`src/rtl/uart_rx_frame_ctrl.sv`:
```
// uart_rx_frame_ctrl: drives the UART byte receiver and assembles HDR,CMD,LEN,PAYLOAD[LEN][,CHK] frames.
// Build option UART_RX_FRAME_CHKSUM_EN: when defined, a trailing CHK byte is expected and verified.
module uart_rx_frame_ctrl #(
  parameter logic [7:0] HDR_BYTE     = 8'h55,
  parameter int         MAX_LEN      = 16,
  parameter int         ADDR_W       = 4,
  parameter int         TIMEOUT_CLKS = 500000
) (
  input  logic              clk,
  input  logic              rst_n,
  input  logic              I_enable,
  input  logic              I_rx_done,
  input  logic [7:0]        I_rx_data,
  output logic              O_rx_start,
  output logic              O_wr_en,
  output logic [ADDR_W-1:0] O_wr_addr,
  output logic [7:0]        O_wr_data,
  output logic [7:0]        O_cmd,
  output logic [7:0]        O_len,
  output logic              O_frame_valid,
  output logic              O_frame_err,
  output logic [1:0]        O_err_code
);

  localparam int               TMO_W     = $clog2(TIMEOUT_CLKS + 1);
  localparam logic [TMO_W-1:0] TMO_LAST  = TMO_W'(TIMEOUT_CLKS - 1);
  localparam logic [7:0]       MAX_LEN_B = 8'(MAX_LEN);

  localparam logic [2:0] ST_IDLE = 3'd0;
  localparam logic [2:0] ST_HEAD = 3'd1;
  localparam logic [2:0] ST_CMD  = 3'd2;
  localparam logic [2:0] ST_LEN  = 3'd3;
  localparam logic [2:0] ST_DATA = 3'd4;
`ifdef UART_RX_FRAME_CHKSUM_EN
  localparam logic [2:0] ST_CHK  = 3'd5;
`endif
  localparam logic [2:0] ST_DONE = 3'd6;
  localparam logic [2:0] ST_ERR  = 3'd7;

  // State entered once the last payload byte (or a zero LEN) has been taken.
`ifdef UART_RX_FRAME_CHKSUM_EN
  localparam logic [2:0] ST_TAIL = ST_CHK;
`else
  localparam logic [2:0] ST_TAIL = ST_DONE;
`endif

  logic              s0_reg, s1_reg, s2_reg;
  logic              rx_stb;
  logic [2:0]        state_reg, state_next;
  logic [TMO_W-1:0]  tmo_reg, tmo_next;
  logic [ADDR_W-1:0] idx_reg, idx_next;
  logic [7:0]        cmd_reg, cmd_next;
  logic [7:0]        len_reg, len_next;
  logic [7:0]        cmd_out_reg, cmd_out_next;
  logic [7:0]        len_out_reg, len_out_next;
  logic [1:0]        err_code_reg, err_code_next;
  logic              counting;
`ifdef UART_RX_FRAME_CHKSUM_EN
  logic [7:0]        sum_reg, sum_next;
`endif

  assign rx_stb = s1_reg & ~s2_reg;

`ifdef UART_RX_FRAME_CHKSUM_EN
  assign counting = (state_reg == ST_CMD) || (state_reg == ST_LEN) ||
                    (state_reg == ST_DATA) || (state_reg == ST_CHK);
`else
  assign counting = (state_reg == ST_CMD) || (state_reg == ST_LEN) ||
                    (state_reg == ST_DATA);
`endif

  always_comb begin
    state_next    = state_reg;
    tmo_next      = tmo_reg;
    idx_next      = idx_reg;
    cmd_next      = cmd_reg;
    len_next      = len_reg;
    cmd_out_next  = cmd_out_reg;
    len_out_next  = len_out_reg;
    err_code_next = err_code_reg;
`ifdef UART_RX_FRAME_CHKSUM_EN
    sum_next      = sum_reg;
`endif
    if (!I_enable) begin
      state_next = ST_IDLE;
      tmo_next   = '0;
    end else begin
      case (state_reg)
        ST_IDLE: state_next = ST_HEAD;
        ST_HEAD: begin
          if (rx_stb && (I_rx_data == HDR_BYTE)) begin
            state_next = ST_CMD;
            tmo_next   = '0;
`ifdef UART_RX_FRAME_CHKSUM_EN
            sum_next   = 8'h00;
`endif
          end
        end
        ST_CMD: begin
          if (rx_stb) begin
            cmd_next   = I_rx_data;
            tmo_next   = '0;
            state_next = ST_LEN;
`ifdef UART_RX_FRAME_CHKSUM_EN
            sum_next   = I_rx_data;
`endif
          end
        end
        ST_LEN: begin
          if (rx_stb) begin
            tmo_next = '0;
            if (I_rx_data > MAX_LEN_B) begin
              state_next    = ST_ERR;
              err_code_next = 2'd2;
            end else begin
              len_next   = I_rx_data;
              idx_next   = '0;
              state_next = (I_rx_data != 8'h00) ? ST_DATA : ST_TAIL;
`ifdef UART_RX_FRAME_CHKSUM_EN
              sum_next   = sum_reg + I_rx_data;
`endif
            end
          end
        end
        ST_DATA: begin
          if (rx_stb) begin
            tmo_next = '0;
            idx_next = idx_reg + ADDR_W'(1);
`ifdef UART_RX_FRAME_CHKSUM_EN
            sum_next = sum_reg + I_rx_data;
`endif
            if (8'(idx_reg) == (len_reg - 8'd1)) state_next = ST_TAIL;
          end
        end
`ifdef UART_RX_FRAME_CHKSUM_EN
        ST_CHK: begin
          if (rx_stb) begin
            tmo_next = '0;
            if (I_rx_data == sum_reg) begin
              state_next = ST_DONE;
            end else begin
              state_next    = ST_ERR;
              err_code_next = 2'd3;
            end
          end
        end
`endif
        ST_DONE: begin
          cmd_out_next = cmd_reg;
          len_out_next = len_reg;
          state_next   = ST_HEAD;
        end
        ST_ERR:  state_next = ST_HEAD;
        default: state_next = ST_IDLE;
      endcase
      // A byte landing on the final timeout cycle takes priority and restarts the count.
      if (counting && !rx_stb) begin
        if (tmo_reg == TMO_LAST) begin
          state_next    = ST_ERR;
          err_code_next = 2'd1;
        end else begin
          tmo_next = tmo_reg + TMO_W'(1);
        end
      end
    end
  end

  always_ff @(posedge clk or negedge rst_n) begin
    if (!rst_n) begin
      s0_reg       <= 1'b0;
      s1_reg       <= 1'b0;
      s2_reg       <= 1'b0;
      state_reg    <= ST_IDLE;
      tmo_reg      <= '0;
      idx_reg      <= '0;
      cmd_reg      <= 8'h00;
      len_reg      <= 8'h00;
      cmd_out_reg  <= 8'h00;
      len_out_reg  <= 8'h00;
      err_code_reg <= 2'd0;
`ifdef UART_RX_FRAME_CHKSUM_EN
      sum_reg      <= 8'h00;
`endif
    end else begin
      s0_reg       <= I_rx_done;
      s1_reg       <= s0_reg;
      s2_reg       <= s1_reg;
      state_reg    <= state_next;
      tmo_reg      <= tmo_next;
      idx_reg      <= idx_next;
      cmd_reg      <= cmd_next;
      len_reg      <= len_next;
      cmd_out_reg  <= cmd_out_next;
      len_out_reg  <= len_out_next;
      err_code_reg <= err_code_next;
`ifdef UART_RX_FRAME_CHKSUM_EN
      sum_reg      <= sum_next;
`endif
    end
  end

  assign O_rx_start    = (state_reg != ST_IDLE);
  assign O_wr_en       = (state_reg == ST_DATA) && rx_stb && I_enable;
  assign O_wr_addr     = idx_reg;
  assign O_wr_data     = O_wr_en ? I_rx_data : 8'h00;
  assign O_cmd         = cmd_out_reg;
  assign O_len         = len_out_reg;
  assign O_frame_valid = (state_reg == ST_DONE);
  assign O_frame_err   = (state_reg == ST_ERR);
  assign O_err_code    = err_code_reg;

endmodule

```
`config.mk`:
```
export PLATFORM = sky130hd
export DESIGN_NAME = uart_rx_frame_ctrl
export DESIGN_NICKNAME = d
export VERILOG_FILES = /design/src/rtl/uart_rx_frame_ctrl.sv
export SDC_FILE = /design/constraint.sdc
export NUM_CORES = 1
export LEC_CHECK = 0
export ABC_AREA = 1
export BUFFER_PORTS_ARGS = -buffer_cell sky130_fd_sc_hd__buf_2
export CELL_PAD_IN_SITES_DETAIL_PLACEMENT = 0
export CELL_PAD_IN_SITES_GLOBAL_PLACEMENT = 2
export CORE_ASPECT_RATIO = 1.4
export CORE_MARGIN = 8
export CORE_UTILIZATION = 36
export CTS_CLUSTER_SIZE = 20
export DETAILED_ROUTE_END_ITERATION = 16
export PLACE_DENSITY = 0.91
export SLEW_MARGIN = 10
export SYNTH_ARGS = -nofsm -noshare
export SYNTH_HDL_FRONTEND = slang
export SYNTH_SLANG_ARGS = --single-unit
```
`constraint.sdc`:
```
create_clock -name clk -period 3 [get_ports clk]
set_input_delay 0.3 -clock clk [delete_from_list [all_inputs] [get_ports clk]]
set_output_delay 0.3 -clock clk [all_outputs]
set_load 0.005 [all_outputs]
```
==> flow_results.xml, run 1 <==
<?xml version="1.0" encoding="UTF-8"?>
<metrics>
  <group name="run_status">
    <metric name="outcome" unit="">finished clean</metric>
  </group>
  <group name="synth">
    <metric name="netlist.top_cell.by_area" unit="">sky130_fd_sc_hd__dfrtp_1</metric>
    <metric name="yosys_warnings" unit="">0</metric>
    <metric name="avgSynthCellArea" unit="µm²">7.82</metric>
    <metric name="synth_most_common_cell" unit="">sky130_fd_sc_hd__nand2_1</metric>
    <metric name="yosys_register_bits" unit="">63</metric>
    <metric name="synth_ff_type" unit="">sky130_fd_sc_hd__dfrtp_1</metric>
    <metric name="synth_area_leaders" unit="">sky130_fd_sc_hd__dfrtp_1 46%, sky130_fd_sc_hd__nand2_1 12%, sky130_fd_sc_hd__inv_1 6.6%</metric>
    <metric name="mappedNetlistNets" unit="">454</metric>
    <metric name="post_synth_edffs" unit="">0</metric>
    <metric name="post_synth_num_cell_types" unit="">32</metric>
    <metric name="top_post_synthesis_cells_by_count" unit="">110 x sky130_fd_sc_hd__nand2_1, 63 x sky130_fd_sc_hd__dfrtp_1, 60 x sky130_fd_sc_hd__inv_1</metric>
    <metric name="synthesis.instances" unit="">439</metric>
    <metric name="synth_seq_area_share" unit="%">45.9</metric>
    <metric name="post_synthesis_instance_area" unit="µm²">3430</metric>
    <metric name="post-synth-top-area-fraction" unit="%">45.9</metric>
    <metric name="post_synthesis_async_set_or_reset_flop_share" unit="%">100</metric>
  </group>
  <group name="clock_tree">
    <metric name="h-tree-depth" unit="">3</metric>
    <metric name="cts_hold_buffers_added" unit="">0</metric>
    <metric name="clk_path_buf_depth" unit="">2</metric>
    <metric name="cts_inserted_buffers" unit="">9</metric>
    <metric name="clk_pin_slew_worst_paths" unit="ns">0.05</metric>
    <metric name="ctsRootBufferMaster" unit="">sky130_fd_sc_hd__clkbuf_16</metric>
    <metric name="post_cts_resize_count" unit="">0</metric>
    <metric name="cts_tree" unit="">built</metric>
    <metric name="clock_latency" unit="ns">0.33</metric>
    <metric name="clock_sinks" unit="">63</metric>
    <metric name="postCtsSetupRepairBufs" unit="">0</metric>
  </group>
  <group name="placed_design">
    <metric name="buffers_added_on_ports" unit="">45</metric>
    <metric name="globalplace.congestion" unit="">0.832</metric>
    <metric name="total_placed_instance_area" unit="µm²">3750</metric>
    <metric name="placed_cells" unit="">588</metric>
    <metric name="dp.final_hpwl" unit="µm">6440</metric>
  </group>
  <group name="critical_path">
    <metric name="worst_path_dominant_cell_family" unit="">simple AND/OR/NAND/NOR gates</metric>
    <metric name="cp.required" unit="ns">2.70</metric>
    <metric name="rr_startpoint" unit="">tmo_reg[0]$_DFF_PN0_</metric>
    <metric name="setup.reg_to_reg.worst_slack" unit="ns">1.09</metric>
    <metric name="biggest_fanout_along_the_worst_timing_path" unit="">8</metric>
    <metric name="rr_worst_depth" unit="">11</metric>
    <metric name="cell_seen_most_often_among_critical_path_stages" unit="">sky130_fd_sc_hd__inv_1</metric>
    <metric name="kind_of_critical_path" unit="">reg -&gt; out</metric>
    <metric name="cpMaxStageDelayCell" unit="">sky130_fd_sc_hd__dfrtp_1</metric>
    <metric name="worst-path-buf-inv" unit="">4</metric>
    <metric name="cp.arrival" unit="ns">1.72</metric>
    <metric name="startpoint_type" unit="">flip-flop</metric>
    <metric name="critical_path.max_stage_delay" unit="ns">0.36</metric>
    <metric name="worstSetupEndpointType" unit="">output port</metric>
    <metric name="r2r_end" unit="">tmo_reg[17]$_DFF_PN0_</metric>
    <metric name="crit_chain" unit="">inv_1, nand2_2, inv_2, nand2_1, nor2_4, inv_1, nor2_1, buf_2</metric>
  </group>
  <group name="final_layout">
    <metric name="final_nets" unit="">504</metric>
    <metric name="drive_gt1_share" unit="%">22.1</metric>
    <metric name="area_growth_syn_to_layout" unit="%">20.0</metric>
    <metric name="antenna_cells" unit="">0</metric>
    <metric name="final_core_utilization" unit="%">44.0</metric>
    <metric name="design_area" unit="µm²">4120</metric>
    <metric name="layout.cells.non_filler" unit="">604</metric>
    <metric name="fillers" unit="">961</metric>
    <metric name="max_reg_flops" unit="">19</metric>
  </group>
  <group name="sta">
    <metric name="final-hold-violation-count" unit="">0</metric>
    <metric name="finalMaxSlewViolations" unit="">0</metric>
    <metric name="achievable-frequency" unit="MHz">494</metric>
    <metric name="ratio_of_final_minimum_period_to_clock_period" unit="%">67.4</metric>
    <metric name="hold_ws" unit="ns">0.0716</metric>
    <metric name="max_slew.worst_pin.slew" unit="ns">0.803</metric>
    <metric name="fin_setup_tns" unit="ns">0</metric>
    <metric name="relSlewSlack" unit="%">46.4</metric>
    <metric name="setup_viol" unit="">0</metric>
    <metric name="timing.clock.skew" unit="ns">0.00476</metric>
    <metric name="period_needed" unit="ns">2.02</metric>
    <metric name="grt_setup_unrepaired" unit="">false</metric>
  </group>
  <group name="global_routing">
    <metric name="grt_pass1_vias" unit="">3034</metric>
    <metric name="antenna_violations_before_repair" unit="">0</metric>
    <metric name="globalRoute.totalOverflow" unit="">0</metric>
    <metric name="pin_count_of_the_biggest_net_entering_global_routing" unit="">64</metric>
    <metric name="first_pass_grt_wire_length" unit="µm">14600</metric>
    <metric name="gr-usage-all-layers" unit="%">13.9</metric>
  </group>
  <group name="power_and_ir_drop">
    <metric name="comb_power_share" unit="%">4.2</metric>
    <metric name="power_per_cell_area" unit="nW/µm²">546</metric>
    <metric name="total_switching_power" unit="µW">470</metric>
    <metric name="share_clk_of_total_power" unit="%">57.4</metric>
    <metric name="power_report.internal_total" unit="mW">1.78</metric>
    <metric name="p_leak" unit="nW">2.09</metric>
    <metric name="peakVddDrop" unit="µV">307</metric>
    <metric name="power_frac_seq" unit="%">38.4</metric>
    <metric name="switching_share" unit="%">20.9</metric>
  </group>
  <group name="route">
    <metric name="average_wire_length_per_cell_after_detail_routing" unit="µm">14.1</metric>
    <metric name="dr_total_vias" unit="">2935</metric>
    <metric name="route.detailed.vias_per_inst" unit="">4.86</metric>
    <metric name="routed_wl" unit="µm">8520</metric>
    <metric name="drt-initial-drc-count" unit="">114</metric>
    <metric name="drc_errors" unit="">0</metric>
    <metric name="final_antenna_net_count" unit="">0</metric>
    <metric name="detail_route.first_pass.iterations" unit="">4</metric>
  </group>
  <group name="worst_hold_path">
    <metric name="origin_of_the_worst_min_delay_path" unit="">I_rx_done</metric>
    <metric name="hold_path_class" unit="">in -&gt; reg</metric>
    <metric name="holdPathStages" unit="">1</metric>
    <metric name="whs_endpoint" unit="">s0_reg$_DFF_PN0_</metric>
  </group>
  <group name="floorplan">
    <metric name="core_area" unit="µm²">9350</metric>
    <metric name="boundaryPins" unit="">46</metric>
    <metric name="die_area" unit="µm²">13000</metric>
    <metric name="initial_core_util" unit="%">36.7</metric>
    <metric name="die_width" unit="µm">98.5</metric>
    <metric name="die_h" unit="µm">132</metric>
    <metric name="placement_rows" unit="">42</metric>
  </group>
  <group name="run">
    <metric name="max_capacitance_violation_total" unit="">0</metric>
  </group>
</metrics>
placed cells by master (no fill, tap or decap), types with 3 or more instances in the layout:
master                      netlist  routed
sky130_fd_sc_hd__o21ai_2          6       6
sky130_fd_sc_hd__nor2_2           4       4
sky130_fd_sc_hd__xor2_1           3       3
sky130_fd_sc_hd__dfrtp_1         63      63
sky130_fd_sc_hd__nand2_1        110     110
sky130_fd_sc_hd__inv_2            4       4
sky130_fd_sc_hd__nand2_2          7       7
sky130_fd_sc_hd__nand2_4          5       5
sky130_fd_sc_hd__nand4_1          6       6
sky130_fd_sc_hd__buf_2            1      45
sky130_fd_sc_hd__bufinv_16        0       4
sky130_fd_sc_hd__mux2_2           8       8
sky130_fd_sc_hd__ha_1             3       3
sky130_fd_sc_hd__o21ai_0         26      26
sky130_fd_sc_hd__inv_1           60      60
sky130_fd_sc_hd__a21oi_1         20      20
sky130_fd_sc_hd__nor3_1          11      11
sky130_fd_sc_hd__nor3_2           3       3
sky130_fd_sc_hd__nand3_1         30      30
sky130_fd_sc_hd__nor2_4           4       4
sky130_fd_sc_hd__nor2_1          47      47
sky130_fd_sc_hd__o21ai_1          3       3
sky130_fd_sc_hd__clkbuf_16        0       9
worst max path at each step:
stage	from	end	slack (ns)	depth (start not counted)
finish	s2_reg$_DFF_PN0_	O_wr_data[2]	0.98	8
global route	s2_reg$_DFF_PN0_	O_wr_data[4]	0.76	8
CTS	s2_reg$_DFF_PN0_	O_wr_data[4]	0.93	8
detailed placement	tmo_reg[0]$_DFF_PN0_	tmo_reg[17]$_DFF_PN0_	1.08	11
global placement	tmo_reg[0]$_DFF_PN0_	tmo_reg[17]$_DFF_PN0_	1.12	11
floorplan	tmo_reg[0]$_DFF_PN0_	tmo_reg[5]$_DFF_PN0_	1.47	9
routing by layer:
metal	wire (µm)	track usage [%]	part of all wire (%)
met1	3440	14.7	40
met2	4550	25.5	53
met3	380	3.70	4.5
met4	150	4.88	1.8
met5	0	0	0
layout make-up:
type                       instances  area (µm²)  share of cell area, %
inverter                          65         246                   5.98
multi-input combinational        304        1560                   37.8
clock buffer                       9         225                   5.47
timing repair buffer              46         233                   5.65
tap                              110         138                   3.34
clock inverter                     7         145                   3.52
sequential                        63        1580                   38.3
stage by stage:
step	setup WS, ns	power, mW
5_1_grt	0.757	2.32
4_1_cts	0.934	2.28
6_report	0.977	2.25
2_1_floorplan	1.47	0.931
3_5_place_dp	1.08	0.977
3_3_place_gp	1.12	0.976
power by group through the flow:
stage               clock network, mW  logic [mW]  registers, mW
floorplan                           0      0.0537          0.877
global placement                    0      0.0981          0.878
detailed placement                  0      0.0991          0.878
CTS                              1.32      0.0996          0.863
global route                     1.34       0.109          0.863
finish                           1.29      0.0954          0.863
cell families after synthesis:
group,after synthesis,synth area share [%]
fa+ha+maj,3,1.09
compound gates,59,9.80
mux,8,2.62
simple gates,231,31.0
buf+inv,72,8.75
flops,63,45.9
xor+xnor,3,0.765
No activity file was read; power rests on OpenSTA's default activity.
==> run 2, diff against run 1 <==
CORE_UTILIZATION = 30   (was 36)
PLACE_DENSITY = 0.82   (was 0.91)
clock period = 1.8 ns   (was 3 ns; I/O delays follow)
==> flow_results.xml, run 2 (synthesis results as in run 1) <==
<?xml version="1.0" encoding="UTF-8"?>
<metrics>
  <group name="run_status">
    <metric name="outcome" unit="">finished clean</metric>
  </group>
  <group name="power_and_ir_drop">
    <metric name="total_switching_power" unit="µW">736</metric>
    <metric name="peakVddDrop" unit="µV">570</metric>
    <metric name="design_power_total" unit="mW">3.46</metric>
    <metric name="share_clk_of_total_power" unit="%">53.2</metric>
    <metric name="switching_share" unit="%">21.3</metric>
    <metric name="power_report.internal_total" unit="mW">2.72</metric>
    <metric name="power_frac_seq" unit="%">41.6</metric>
    <metric name="comb_power_share" unit="%">5.2</metric>
    <metric name="p_leak" unit="nW">2.16</metric>
    <metric name="power_per_cell_area" unit="nW/µm²">812</metric>
  </group>
  <group name="sta">
    <metric name="grt_setup_unrepaired" unit="">false</metric>
    <metric name="timing.clock.skew" unit="ns">0.00518</metric>
    <metric name="ratio_of_final_minimum_period_to_clock_period" unit="%">92.2</metric>
    <metric name="finalMaxSlewViolations" unit="">0</metric>
    <metric name="final-hold-violation-count" unit="">0</metric>
    <metric name="max_slew.worst_pin.slew" unit="ns">0.461</metric>
    <metric name="setup_viol" unit="">0</metric>
    <metric name="fin_setup_tns" unit="ns">0</metric>
    <metric name="achievable-frequency" unit="MHz">602</metric>
    <metric name="relSlewSlack" unit="%">69.2</metric>
    <metric name="period_needed" unit="ns">1.66</metric>
  </group>
  <group name="route">
    <metric name="routed_wl" unit="µm">8920</metric>
    <metric name="route.detailed.vias_per_inst" unit="">4.60</metric>
    <metric name="drt-initial-drc-count" unit="">78</metric>
    <metric name="detail_route.first_pass.iterations" unit="">4</metric>
    <metric name="dr_total_vias" unit="">3001</metric>
    <metric name="drc_errors" unit="">0</metric>
    <metric name="final_antenna_net_count" unit="">0</metric>
    <metric name="average_wire_length_per_cell_after_detail_routing" unit="µm">13.7</metric>
  </group>
  <group name="floorplan">
    <metric name="die_width" unit="µm">106</metric>
    <metric name="boundaryPins" unit="">46</metric>
    <metric name="die_area" unit="µm²">15200</metric>
    <metric name="initial_core_util" unit="%">30.6</metric>
    <metric name="placement_rows" unit="">46</metric>
    <metric name="core_area" unit="µm²">11200</metric>
    <metric name="die_h" unit="µm">143</metric>
  </group>
  <group name="critical_path">
    <metric name="startpoint_type" unit="">flip-flop</metric>
    <metric name="biggest_fanout_along_the_worst_timing_path" unit="">5</metric>
    <metric name="worstSetupEndpointType" unit="">flip-flop</metric>
    <metric name="cp.required" unit="ns">2.04</metric>
    <metric name="cp.arrival" unit="ns">1.90</metric>
    <metric name="kind_of_critical_path" unit="">reg -&gt; reg</metric>
    <metric name="setup.reg_to_reg.worst_slack" unit="ns">0.14</metric>
  </group>
  <group name="placed_design">
    <metric name="dp.final_hpwl" unit="µm">6970</metric>
    <metric name="buffers_added_on_ports" unit="">45</metric>
    <metric name="globalplace.congestion" unit="">0.832</metric>
    <metric name="placed_cells" unit="">634</metric>
  </group>
  <group name="clock_tree">
    <metric name="ctsRootBufferMaster" unit="">sky130_fd_sc_hd__clkbuf_16</metric>
    <metric name="clk_path_buf_depth" unit="">2</metric>
    <metric name="clk_pin_slew_worst_paths" unit="ns">0.05</metric>
    <metric name="cts_tree" unit="">built</metric>
    <metric name="h-tree-depth" unit="">3</metric>
    <metric name="cts_inserted_buffers" unit="">9</metric>
    <metric name="clock_sinks" unit="">63</metric>
    <metric name="clock_latency" unit="ns">0.32</metric>
  </group>
  <group name="run">
    <metric name="max_capacitance_violation_total" unit="">0</metric>
  </group>
  <group name="global_routing">
    <metric name="antenna_violations_before_repair" unit="">0</metric>
    <metric name="gr-usage-all-layers" unit="%">12.5</metric>
    <metric name="first_pass_grt_wire_length" unit="µm">15100</metric>
    <metric name="grt_pass1_vias" unit="">3035</metric>
    <metric name="pin_count_of_the_biggest_net_entering_global_routing" unit="">64</metric>
    <metric name="globalRoute.totalOverflow" unit="">0</metric>
  </group>
  <group name="final_layout">
    <metric name="drive_gt1_share" unit="%">24.0</metric>
    <metric name="area_growth_syn_to_layout" unit="%">24.0</metric>
    <metric name="most-common-layout-cells" unit="">109 x sky130_fd_sc_hd__nand2_1, 63 x sky130_fd_sc_hd__dfrtp_1, 59 x sky130_fd_sc_hd__inv_1</metric>
    <metric name="max_reg_flops" unit="">19</metric>
    <metric name="final_core_utilization" unit="%">37.9</metric>
    <metric name="antenna_cells" unit="">0</metric>
    <metric name="final_nets" unit="">519</metric>
    <metric name="fillers" unit="">1196</metric>
    <metric name="layout.cells.non_filler" unit="">652</metric>
    <metric name="leading_cell_type_in_the_layout_fill_and_taps_excluded" unit="">sky130_fd_sc_hd__nand2_1</metric>
  </group>
  <group name="worst_hold_path">
    <metric name="hold_path_class" unit="">in -&gt; reg</metric>
  </group>
</metrics>
run 2: per-layer routing:
layer	wire [µm]	global-route usage, %	up-vias	share of wire [%]
li1	-	-	1522	-
met1	3610	13.3	1428	40
met2	4790	23.3	45	54
met3	448	3.54	6	5.0
met4	74	3.35	0	0.83
met5	0	0	-	0
run 2: through the flow:
stage | setup WS (ns) | instance area (µm²) | hold WS, ns
after floorplan | 0.267 | 3430 | -0.116
after global placement | 0.162 | 3910 | 0.224
after detailed placement | 0.124 | 3910 | 0.227
after CTS | 0.0580 | 4250 | 0.186
after global routing | 0.00129 | 4260 | 0.205
final | 0.140 | 4260 | 0.193
run 2: power by group through the flow:
| stage | combinational (mW) | sequential (mW) | clock (mW) |
|---|---|---|---|
| 4_1_cts | 0.184 | 1.44 | 1.88 |
| 3_3_place_gp | 0.180 | 1.46 | 0 |
| 5_1_grt | 0.208 | 1.44 | 1.95 |
| 3_5_place_dp | 0.180 | 1.46 | 0 |
| 6_report | 0.181 | 1.44 | 1.84 |
| 2_1_floorplan | 0.0895 | 1.46 | 0 |
run 2: layout make-up:
cell class	count	area [µm²]	share of cell area (%)
Multi-Input combinational cell	304	1560	36.7
Inverter	65	249	5.85
Timing Repair Buffer	61	375	8.82
Clock inverter	4	70.1	1.65
Sequential cell	63	1580	37.0
Clock buffer	11	243	5.70
Tap cell	144	180	4.23
run 2: repair_timing:
action                                 CTS  global route
gates resized for setup                  1             3
hold buffers                             2             0
endpoints found under the hold margin   64             0
pin swaps                                1             1
setup endpoints to repair                8            17
buffers inserted                         1             0
run 2: final timing paths:
kind,start,endpoint,depth (start not counted)
worst max register to register,tmo_reg[1]$_DFF_PN0_,tmo_reg[11]$_DFF_PN0_,10
max in group asynchronous,rst_n,state_reg[0]$_DFF_PN0_,3
worst min-delay path,I_rx_data[5],cmd_reg[5]$_DFFE_PN0P_,3
worst max-delay path,tmo_reg[1]$_DFF_PN0_,tmo_reg[11]$_DFF_PN0_,10
worst min register to register,s0_reg$_DFF_PN0_,s1_reg$_DFF_PN0_,0
min in group asynchronous,rst_n,O_cmd[7]$_DFFE_PN0P_,3
run 2: worst max-delay path, cell delays in order, from the launching register on:
cell,delay [ns]
sky130_fd_sc_hd__dfrtp_1,0.36
sky130_fd_sc_hd__ha_1,0.18
sky130_fd_sc_hd__nand2_1,0.10
sky130_fd_sc_hd__nor2_2,0.16
sky130_fd_sc_hd__nand3_1,0.14
sky130_fd_sc_hd__nor2_4,0.15
sky130_fd_sc_hd__nor2_4,0.07
sky130_fd_sc_hd__buf_4,0.14
sky130_fd_sc_hd__nand3_1,0.10
sky130_fd_sc_hd__nand2_1,0.06
sky130_fd_sc_hd__a21oi_1,0.12
